[src/rtl/decode_flags_unit_if.sv]
// Decode-stage bus: instruction and ALU flags in, decoded fields and enables out.
interface decode_flags_unit_if;
    logic [31:0] iin;
    logic [3:0]  alu_flags;
    logic [3:0]  alu_opcode_out;
    logic [3:0]  rn_out;
    logic [3:0]  rd_out;
    logic [3:0]  cpsrs_out;
    logic        reg_we;
    logic        mem_we;
    logic        ib;
    logic [31:0] bv;
    logic        bl;
    logic [31:0] cpsr_out;
    logic        ispb;

    // Driver side: supplies the instruction and ALU flags, observes decode results.
    modport master (
        output iin, alu_flags,
        input  alu_opcode_out, rn_out, rd_out, cpsrs_out, reg_we, mem_we,
               ib, bv, bl, cpsr_out, ispb
    );

    // Decode unit side.
    modport slave (
        input  iin, alu_flags,
        output alu_opcode_out, rn_out, rd_out, cpsrs_out, reg_we, mem_we,
               ib, bv, bl, cpsr_out, ispb
    );
endinterface

[src/rtl/decode_flags_unit.sv]
// Instruction decode with condition evaluation, CPSR flag register and
// post-branch squash register for the ARM-subset multicycle CPU.
module decode_flags_unit (
    input  logic               clk,
    input  logic               reset,
    decode_flags_unit_if.slave bus
);

    logic [31:0] cpsr_q, cpsr_d;
    logic        ispb_q, ispb_d;

    logic        exec;
    logic [3:0]  opcode;
    logic [3:0]  mask;
    logic        reg_we, mem_we, ib, bl;

    // ARM condition-code test against the registered N,Z,C,V flags.
    function automatic logic cond_pass(input logic [3:0] cond, input logic [3:0] nzcv);
        logic n, z, c, v;
        n = nzcv[3];
        z = nzcv[2];
        c = nzcv[1];
        v = nzcv[0];
        case (cond)
            4'h0:    cond_pass = z;
            4'h1:    cond_pass = !z;
            4'h2:    cond_pass = c;
            4'h3:    cond_pass = !c;
            4'h4:    cond_pass = n;
            4'h5:    cond_pass = !n;
            4'h6:    cond_pass = v;
            4'h7:    cond_pass = !v;
            4'h8:    cond_pass = c && !z;
            4'h9:    cond_pass = !c || z;
            4'hA:    cond_pass = (n == v);
            4'hB:    cond_pass = (n != v);
            4'hC:    cond_pass = !z && (n == v);
            4'hD:    cond_pass = z || (n != v);
            4'hE:    cond_pass = 1'b1;
            default: cond_pass = 1'b0;
        endcase
    endfunction

    assign opcode = bus.iin[24:21];

    // Class decode: all enables stay low unless the instruction executes.
    always_comb begin
        reg_we = 1'b0;
        mem_we = 1'b0;
        ib     = 1'b0;
        bl     = 1'b0;
        mask   = 4'b0000;
        exec   = cond_pass(bus.iin[31:28], cpsr_q[31:28]) && !ispb_q;
        if (exec) begin
            if (bus.iin[27:26] == 2'b00) begin
                // TST/TEQ/CMP/CMN only set flags; they never write Rd.
                if (opcode[3:2] == 2'b10) begin
                    mask = 4'b1111;
                end else begin
                    reg_we = 1'b1;
                    if (bus.iin[20]) begin
                        // Arithmetic ops produce C and V; logical ops only N and Z.
                        if (opcode >= 4'd2 && opcode <= 4'd7) mask = 4'b1111;
                        else                                  mask = 4'b1100;
                    end
                end
            end else if (bus.iin[27:26] == 2'b01) begin
                if (bus.iin[20]) reg_we = 1'b1;
                else             mem_we = 1'b1;
            end else if (bus.iin[27:25] == 3'b101) begin
                ib = 1'b1;
                bl = bus.iin[24];
            end
        end
    end

    // Next-state for the flag register and squash bit.
    always_comb begin
        cpsr_d = cpsr_q;
        for (int i = 0; i < 4; i++) begin
            if (mask[i]) cpsr_d[28+i] = bus.alu_flags[i];
        end
        ispb_d = ib;
    end

    // State registers; reset clears both immediately.
    always_ff @(posedge clk or posedge reset) begin
        if (reset) begin
            cpsr_q <= 32'h0000_0000;
            ispb_q <= 1'b0;
        end else begin
            cpsr_q <= cpsr_d;
            ispb_q <= ispb_d;
        end
    end

    assign bus.alu_opcode_out = opcode;
    assign bus.rn_out         = bus.iin[19:16];
    assign bus.rd_out         = bus.iin[15:12];
    assign bus.cpsrs_out      = mask;
    assign bus.reg_we         = reg_we;
    assign bus.mem_we         = mem_we;
    assign bus.ib             = ib;
    assign bus.bl             = bl;
    // Word offset sign-extended and scaled to bytes; driven even when not taken.
    assign bus.bv             = {{6{bus.iin[23]}}, bus.iin[23:0], 2'b00};
    assign bus.cpsr_out       = cpsr_q;
    assign bus.ispb           = ispb_q;

endmodule

[src/flat_wrapper.sv]
// flat-port wrapper written by rule: the top's interface ports become plain ports
module decode_flags_unit_flat 
  (clk, reset, bus_iin, bus_alu_flags, bus_alu_opcode_out, bus_rn_out, bus_rd_out, bus_cpsrs_out, bus_reg_we, bus_mem_we, bus_ib, bus_bv, bus_bl, bus_cpsr_out, bus_ispb);
  decode_flags_unit_if bus_i ();
  input  logic clk;
  input  logic reset;
  input wire logic [$bits(bus_i.iin)-1:0] bus_iin;
  input wire logic [$bits(bus_i.alu_flags)-1:0] bus_alu_flags;
  output wire logic [$bits(bus_i.alu_opcode_out)-1:0] bus_alu_opcode_out;
  output wire logic [$bits(bus_i.rn_out)-1:0] bus_rn_out;
  output wire logic [$bits(bus_i.rd_out)-1:0] bus_rd_out;
  output wire logic [$bits(bus_i.cpsrs_out)-1:0] bus_cpsrs_out;
  output wire logic [$bits(bus_i.reg_we)-1:0] bus_reg_we;
  output wire logic [$bits(bus_i.mem_we)-1:0] bus_mem_we;
  output wire logic [$bits(bus_i.ib)-1:0] bus_ib;
  output wire logic [$bits(bus_i.bv)-1:0] bus_bv;
  output wire logic [$bits(bus_i.bl)-1:0] bus_bl;
  output wire logic [$bits(bus_i.cpsr_out)-1:0] bus_cpsr_out;
  output wire logic [$bits(bus_i.ispb)-1:0] bus_ispb;
  assign bus_i.iin = bus_iin;
  assign bus_i.alu_flags = bus_alu_flags;
  assign bus_alu_opcode_out = bus_i.alu_opcode_out;
  assign bus_rn_out = bus_i.rn_out;
  assign bus_rd_out = bus_i.rd_out;
  assign bus_cpsrs_out = bus_i.cpsrs_out;
  assign bus_reg_we = bus_i.reg_we;
  assign bus_mem_we = bus_i.mem_we;
  assign bus_ib = bus_i.ib;
  assign bus_bv = bus_i.bv;
  assign bus_bl = bus_i.bl;
  assign bus_cpsr_out = bus_i.cpsr_out;
  assign bus_ispb = bus_i.ispb;
  decode_flags_unit u_core (.clk(clk), .reset(reset), .bus(bus_i));
endmodule
[config.mk]
export PLATFORM = sky130hd
export DESIGN_NAME = decode_flags_unit_flat
export DESIGN_NICKNAME = d
export VERILOG_FILES = /design/src/rtl/decode_flags_unit_if.sv /design/src/rtl/decode_flags_unit.sv /design/src/flat_wrapper.sv
export SDC_FILE = /design/constraint.sdc
export NUM_CORES = 1
export LEC_CHECK = 0
export CAP_MARGIN = 20
export CORE_MARGIN = 4
export CORE_UTILIZATION = 25
export DETAILED_ROUTE_END_ITERATION = 8
export PLACE_DENSITY = 0.79
export SYNTH_ARGS = -nofsm -noshare
export SYNTH_HDL_FRONTEND = slang
export SYNTH_SLANG_ARGS = --single-unit
[constraint.sdc]
create_clock -name clk -period 2.6 [get_ports clk]
set_clock_uncertainty 0.05 [all_clocks]
set_input_delay 0.65 -clock clk [delete_from_list [all_inputs] [get_ports clk]]
set_output_delay 0.65 -clock clk [all_outputs]
set_load 0.02 [all_outputs]
Word level (Yosys, flattened, before mapping)
Index checks and enable logic that the tools add are counted.

Flip-flop bits (word level): 5. Input bits: 38. Output and inout bits: 85.

Magnitude comparators: 2. Equality and inequality tests: 19. Mux-type cells: 23. Reduce and logical (&&, ||, !) cells: 13.

Operators by type and width (number): 4-bit == test, second input constant (7); 1-bit two-way mux (17); 4-bit by 3-bit == test with 1-bit output, second input constant (4); 4-bit two-way mux (4); 1-bit one-hot mux with 15 select lines (1); 4-bit by 2-bit == test with 1-bit output, second input constant (2); 1-bit logical NOT (5); 4-bit by 1-bit == test with 1-bit output, second input constant (1); 4-bit by 2-bit >= comparator with 1-bit output, second input constant (1); 4-bit by 3-bit <= comparator with 1-bit output, second input constant (1); 1-bit logical AND (4); 4-bit logical NOT (1); 3-bit == test, second input constant (1); 2-bit by 1-bit == test with 1-bit output, second input constant (1); 2-bit == test, second input constant (1); 2-bit logical NOT (1); 1-bit logical OR (2); 2-bit two-way mux (1); 1-bit == test (1); 1-bit inequality test (1).

Depth between registers and ports, before layout
Word-level depth: 7. Gate-level depth with buffers: 8.

Least setup slack after synthesis
No wires, ideal clock.

Path kind: input port to output port. Start: in bus_iin[31]. End: out bus_bl. Data arrival time: 2.185 ns. Setup slack: -0.285 ns. Cell stages on the path: 7. Buffers on the path: 1. Cells stage by stage: buf_6 and2_4 o32a_1 a311o_1 nand4_2 and4_1 and2_1.

Cells in the longest elaborated chain, start to end: 4. Elaborated cells on any way between the ends: 18. Classes of those cells: 14 x eq/ne; 2 x mux; 2 x reduce/logical.

RTL lines: start, declared (RTL line flat_wrapper.sv:7) `input wire logic [$bits(bus_i.iin)-1:0] bus_iin;`; 4-bit == test, or another cell as far along (RTL line decode_flags_unit.sv:24) `case (cond)`; 1-bit one-hot mux with 15 select lines (*) (RTL line decode_flags_unit.sv:24); 1-bit logical AND (*) (RTL line decode_flags_unit.sv:53) `exec = cond_pass(bus.iin[31:28], cpsr_q[31:28]) && !ispb_q;`; 1-bit two-way mux (*) (RTL line decode_flags_unit.sv:54) `if (exec) begin`; end, declared (RTL line flat_wrapper.sv:17) `output wire logic [$bits(bus_i.bl)-1:0] bus_bl;`.

Every way passes the cells marked *; elsewhere a longest branch is shown, timed or not.

Worst setup path in the final report
Start: in bus_iin[28]. End: out bus_bl.

The elaborated chain is that of the path after synthesis.

==> reports/metrics.csv <==
metric,value,unit
cts.clk_slew.worst_paths,0.04,ns
worst-path-max-fanout,4,
yosys_warnings,0,
fin_ws,-0.140,ns
maxCapViolations,0,
p_switching,323,uW
finalMaxSlewViolations,0,
antenna_found_initial,0,
gr-total-overflow,0,
hp-class,in2async,
final_common_cell,conb_1,
num-fill-cells,446,
drive_gt1_share,30.2,%
final-setup-viol-count,8,
htreeDepth,1,
status,finished with violations,
r2r-start,u_core.bus.cpsr_out[28]$_DFFE_PP0P_,
ant_nets,0,
min_period,2.74,ns
p_per_area,611,nW/um^2
grt_pass1_wl,3160,microns
p_int,464,uW
clock_latency,0.22,ns
comb_power_share,63.0,%
synth_top_area_share,52.9,%
cts.sinks,5,
synthDistinctLibCells,34,
diodes,0,
min_period_over_period,105,%
io_pins,123,
synthArstFlopShare,100,%
port_buffers,41,
syn_area,1050,sq um
hold_viol,0,
die_area,5300,sq um
drt-total-wl,2140,microns
endpoint_kind,output pin,
drc,0,
cp.arrival,2.04,ns
numCtsBuffers,3,
p_leak,0.000683,uW
fin_cells,199,
vias_per_cell,3.90,
die_w,72.8,microns
seqPwrFrac,18.8,%
violations,negative setup slack,
area_growth,22.6,%
crit_start,bus_iin[28],
worst_ep_required_time,1.90,ns
tritoncts,built,
critPathKind,in2out,
grt_max_degree,9,
final_nets,188,
ys_seq_elements,5,
worstSetupStartpointType,input port,
drt-initial-drc-count,11,
core_area,4030,sq um
critical-path-slowest-cell,o32a_1,
cts_buffer_depth,2,
postCtsHoldBufs,0,
routabilityCongestion,0.832,
grtUsageTotal,7.34,%
tns,-0.582,ns
cts-root-buf,clkbuf_8,
slowest_delay,0.32,ns
dp.cells,193,
vias,776,
dieHeight,72.8,microns
p_clk_share,18.3,%
place_hpwl,1820,microns
crit_chain,"buf_8, nand2b_4, o32a_1, a311o_1, nand4_4, and4_4, and2_4, buf_6",
synth-seq-area-share,11.9,%
grt_pass1_vias,736,
fp-row-count,23,
synth_edf_count,0,
wl_per_cell,10.7,microns
yosysTopAreaCell,buf_4,
layout_common_cells,"conb_1 (30), buf_4 (23), clkdlybuf4s50_1 (20)",
rsz0062_at_grt,yes,
ys_top_cells_by_area,"buf_4 (53%), dfrtp_1 (12%), mux2_1 (4.3%)",
avgSynthCellArea,7.95,sq um
syn_inst,132,
drt_pre_antenna_iters,4,
switching_share,41.0,%
start_util,26.1,%
fmax,365,MHz
synthFlopType,dfrtp_1,
r2r_slack,0.47,ns
vdd_drop_max,0.521,mV
## synth_stat cells, drive strengths merged (2+ instances only)
cell	instances
buf	76
dfrtp	5
inv	5
o21ai	5
mux2	4
nand2b	3
nand3	3
nor2	3
nor3	3
a311o	2
and2	2
and3	2
mux2i	2
nand2	2
nor2b	2
## per-layer routing
metal / up-vias / track usage, % / wire, microns
li1: 368 / - / -
met3: 9 / 2.62 / 218
met5: - / 0 / 0
met2: 54 / 12.3 / 1140
met1: 345 / 8.31 / 736
met4: 0 / 3.28 / 44
## final cells by class
cell class / instances / area (sq um) / share of cell area [%]
sequential: 5 / 125 / 9.72
tap: 50 / 62.6 / 4.86
clock buffer: 3 / 41.3 / 3.21
inverter: 5 / 18.8 / 1.46
clock inverter: 1 / 5.00 / 0.389
multi-input combinational: 75 / 478 / 37.1
timing repair buffer: 60 / 557 / 43.2
## through the flow
stage / cell area [sq um] / util (%) / hold WS [ns] / power [uW] / worst slack [ns]
detailed placement: 1200 / 29.7 / 0.601 / 622 / -1.06
CTS: 1270 / 31.5 / 0.583 / 794 / -0.194
global route: 1290 / 32.0 / 0.607 / 839 / -0.194
finish: 1290 / 32.0 / 0.576 / 787 / -0.140
floorplan: 1170 / - / 0.379 / 506 / -0.123
global placement: 1200 / 29.7 / 0.596 / 618 / -1.05
## cells by family after synthesis
group,after synthesis,synth area share [%]
AOI/OAI and AO/OA,13,8.82
muxes,6,6.20
xor gates and xnor gates,1,0.834
other,1,0.357
buffers and inverters,81,56.3
DFF,5,11.9
and+or+nand+nor,25,15.6
## power by group through the flow
stage | clock network [uW] | logic [uW] | registers (uW)
6_report | 144 | 496 | 148
3_5_place_dp | 0 | 478 | 144
3_3_place_gp | 0 | 474 | 144
2_1_floorplan | 0 | 312 | 193
5_1_grt | 151 | 535 | 153
4_1_cts | 147 | 500 | 147
## worst max-delay path, delay by kind of cell
kind,cells,cell delay (ns)
buffers and inverters,2,0.21
AND/OR/NAND/NOR,4,0.57
AO/OA/AOI/OAI,2,0.62
## final timing paths
check | cells past startpoint | endpoint
max in group asynchronous | 2 | u_core.bus.ispb$_DFF_PP0_
min in group clk | 2 | u_core.bus.ispb$_DFF_PP0_
min reg2reg | 2 | u_core.bus.ispb$_DFF_PP0_
max reg2reg | 8 | u_core.bus.cpsr_out[29]$_DFFE_PP0P_
min | 2 | u_core.bus.cpsr_out[28]$_DFFE_PP0P_
max | 8 | bus_bl
## flip-flops by register name, indices dropped and copies added (netlist names)
| register | cells |
|---|---|
| u_core.bus.cpsr_out | 4 |
| u_core.bus.ispb | 1 |
## what timing repair did
action	4_1_cts	5_1_grt
gates cloned	0	0
buffers inserted	2	0
gates resized for setup	65	7
pin swaps	5	2
endpoints found under the setup margin	17	14
Note: power is estimated with default switching activity, not from simulation.
==> edit, RTL diff (config.mk and constraints unchanged) <==
Make the reset (`reset`) synchronous in one clocked block.
--- a/src/rtl/decode_flags_unit.sv
+++ b/src/rtl/decode_flags_unit.sv
@@ -86,3 +86,3 @@
     // State registers; reset clears both immediately.
-    always_ff @(posedge clk or posedge reset) begin
+    always_ff @(posedge clk) begin
         if (reset) begin
Behaviour: differs if reset is asserted again (counterexample within 4 cycles, from zero or initial values and one cycle with reset high); with reset held inactive, the same outputs for 10 cycles.
==> edit against the original RTL <==
The run still ends with negative setup slack left; synthesized cell count up 6.8%; sequential cell count unchanged; via count up 12%; wire length up 19%; design area up 15%; critical path depth unchanged; sequential share of layout area down 3.0 points; utilization up 2.1 points; worst setup slack worse by 0.39 ns; synthesized area up 7.4%.
Power is not compared: it rests on default switching activity, and its combinational part moved more than twofold at a synthesized area within 25%.
==> edit: results (changes against the original RTL) <==
| Metric | Value |
|---|---|
| Result of the run | `finished with violations` |
| Failing checks | `negative setup slack` |
| Buffer levels on the longest clock path | `2 (unchanged)` |
| Worst hold path depth | `3` |
| Average cell area after synthesis | `8.00 um2 (+0.54%)` |
| Maximum number of pins on one net before global-route repair | `10 (+1)` |
| Number of buffers added on ports | `41 (unchanged)` |
| Starting DRT DRC Count | `14 (+3)` |
| Number of placed cells counting well taps | `211 (+9.3%)` |
| Cell area after placement | `1350 um2 (+13%)` |
| Maximum fanout count along the critical path | `3 (-1)` |
| Sum of negative setup slack | `-3.02 ns (-2.44 ns)` |
| Sequential share of the synthesized area | `8.88% (-3.0 points)` |
| CTS clock-pin slew for the worst setup and hold paths | `0.04 ns (about the same)` |
| Final number of setup-violating endpoints | `8 (unchanged)` |
| Final HPWL from detailed placement | `2090 um (+15%)` |
| Wire length of the first global-routing pass | `3650 um (+16%)` |
| Worst R2R Path Depth | `8 (unchanged)` |
| GRT Overall Usage | `8.42% (+1.1 points)` |
| Number of fillers in the final layout | `446 (unchanged)` |
| Final setup slack of the worst path | `-0.533 ns (-0.394 ns)` |
| CTS Buf Count | `3 (unchanged)` |
| Most used flip-flop cell after synthesis | `sky130_fd_sc_hd__dfxtp_1` |
| Largest register FFs | `4 (unchanged)` |
| Commonest cells post-synth | `sky130_fd_sc_hd__buf_4, sky130_fd_sc_hd__nand2b_1, sky130_fd_sc_hd__mux2i_1` |
| Total length of routed wires | `2540 um (+19%)` |
| Detailed-router iteration count before antenna repair | `4 (unchanged)` |
| Setup slack at placement | `-1.25 ns (-0.194 ns)` |
| Pleak | `0.700 nW` |
| Placer congestion estimate | `0.795 (-4.5%)` |
| Number of warning messages in the yosys log | `0 (unchanged)` |
| Vias in the first global route | `801 (+8.8%)` |
| Async set-reset flop share out of synthesis | `0% (-100 points)` |
| Path category of the worst min-delay check | `flip-flop to flip-flop` |
| Worst IR drop on VDD | `0.000155 V` |
| CTS root buf | `sky130_fd_sc_hd__clkbuf_8` |
| Number of different library cells in the post-synthesis netlist | `35 (+2.9%)` |
| Cell types occupying the most area after synthesis | `sky130_fd_sc_hd__buf_4, sky130_fd_sc_hd__dfxtp_1, sky130_fd_sc_hd__nand2b_1` |
| Inserted Diodes | `0 (unchanged)` |
| Number of antenna violations at the first check in global routing | `0 (unchanged)` |
| Share of layout cells above drive strength 1 | `33.7% (+3.5 points)` |
| Clock latency on the worst-skew pair | `0.22 ns (about the same)` |
| Arrival time at the worst endpoint | `2.43 ns (+0.39 ns)` |
| Final Non-Filler Cells | `221 (+11%)` |
| H-Tree Depth | `1 (unchanged)` |
| Via count | `867 (+12%)` |
-- edit: cell count changes after synthesis, moves of 4 or more --
cell	unedited run	this run
sky130_fd_sc_hd__dfxtp_1	0	5
sky130_fd_sc_hd__nand2b_1	3	13
sky130_fd_sc_hd__inv_1	5	1
sky130_fd_sc_hd__mux2i_1	2	6
sky130_fd_sc_hd__mux2_1	4	0
sky130_fd_sc_hd__dfrtp_1	5	0
-- edit: final cells by class --
cell class / instances / area [um2] / share of cell area [%]
Tap cell: 52 / 65.1 / 4.39
Multi-Input combinational cell: 86 / 588 / 39.7
Sequential cell: 5 / 100 / 6.75
Inverter: 2 / 21.3 / 1.43
Clock buffer: 4 / 45.0 / 3.04
Timing Repair Buffer: 72 / 663 / 44.7
-- edit: worst max-delay path, stage by stage --
cell and delay (ns):
sky130_fd_sc_hd__buf_6 0.09, sky130_fd_sc_hd__and2_4 0.15, sky130_fd_sc_hd__or4b_1 0.50, sky130_fd_sc_hd__a311o_1 0.30, sky130_fd_sc_hd__and2_4 0.16, sky130_fd_sc_hd__buf_6 0.12
sky130_fd_sc_hd__nor4_4 0.27, sky130_fd_sc_hd__buf_4 0.19
-- edit: layer usage --
metal / up-vias / global-route usage [%] / share of wire, %
met5: - / 0 / 0
met4: 0 / 5.05 / 1.9
met3: 10 / 2.80 / 12
met2: 45 / 14.3 / 52
met1: 388 / 9.03 / 34
li1: 424 / - / -
-- edit: power by group --
group          switching [mW]  leakage [nW]  internal, mW
Sequential            0.00129        0.0404        0.0791
Clock                  0.0401        0.0228         0.105
Combinational           0.122         0.636         0.111
-- edit: logic make-up (layout without fill, tap and decap cells) --
family,count (synthesis),count (layout),synth area share [%]
buffers and inverters,79,78,53.9
AND/OR/NAND/NOR,35,35,20.9
AO/OA/AOI/OAI,13,13,9.10
multiplexers,6,6,5.33
flip-flops,5,5,8.88
XOR/XNOR,2,2,1.55
other,1,30,0.333
-- edit: timing repair --
item | 4_1_cts | 5_1_grt
endpoints found under the setup margin | 18 | 12
setup buffers | 6 | 1
gates resized for setup | 69 | 11
pin swaps | 10 | 8
-- edit: worst paths after layout --
| path | startpoint | to | slack, ns |
|---|---|---|---|
| setup / recovery | bus_iin[31] | bus_reg_we | -0.53 |
| hold reg to reg | u_core.bus.cpsr_out[29] | u_core.bus.cpsr_out[29] | 0.58 |
| setup reg to reg | u_core.bus.cpsr_out[29] | u_core.bus.cpsr_out[30] | 0.60 |
| hold / removal | u_core.bus.cpsr_out[29] | u_core.bus.cpsr_out[29] | 0.58 |
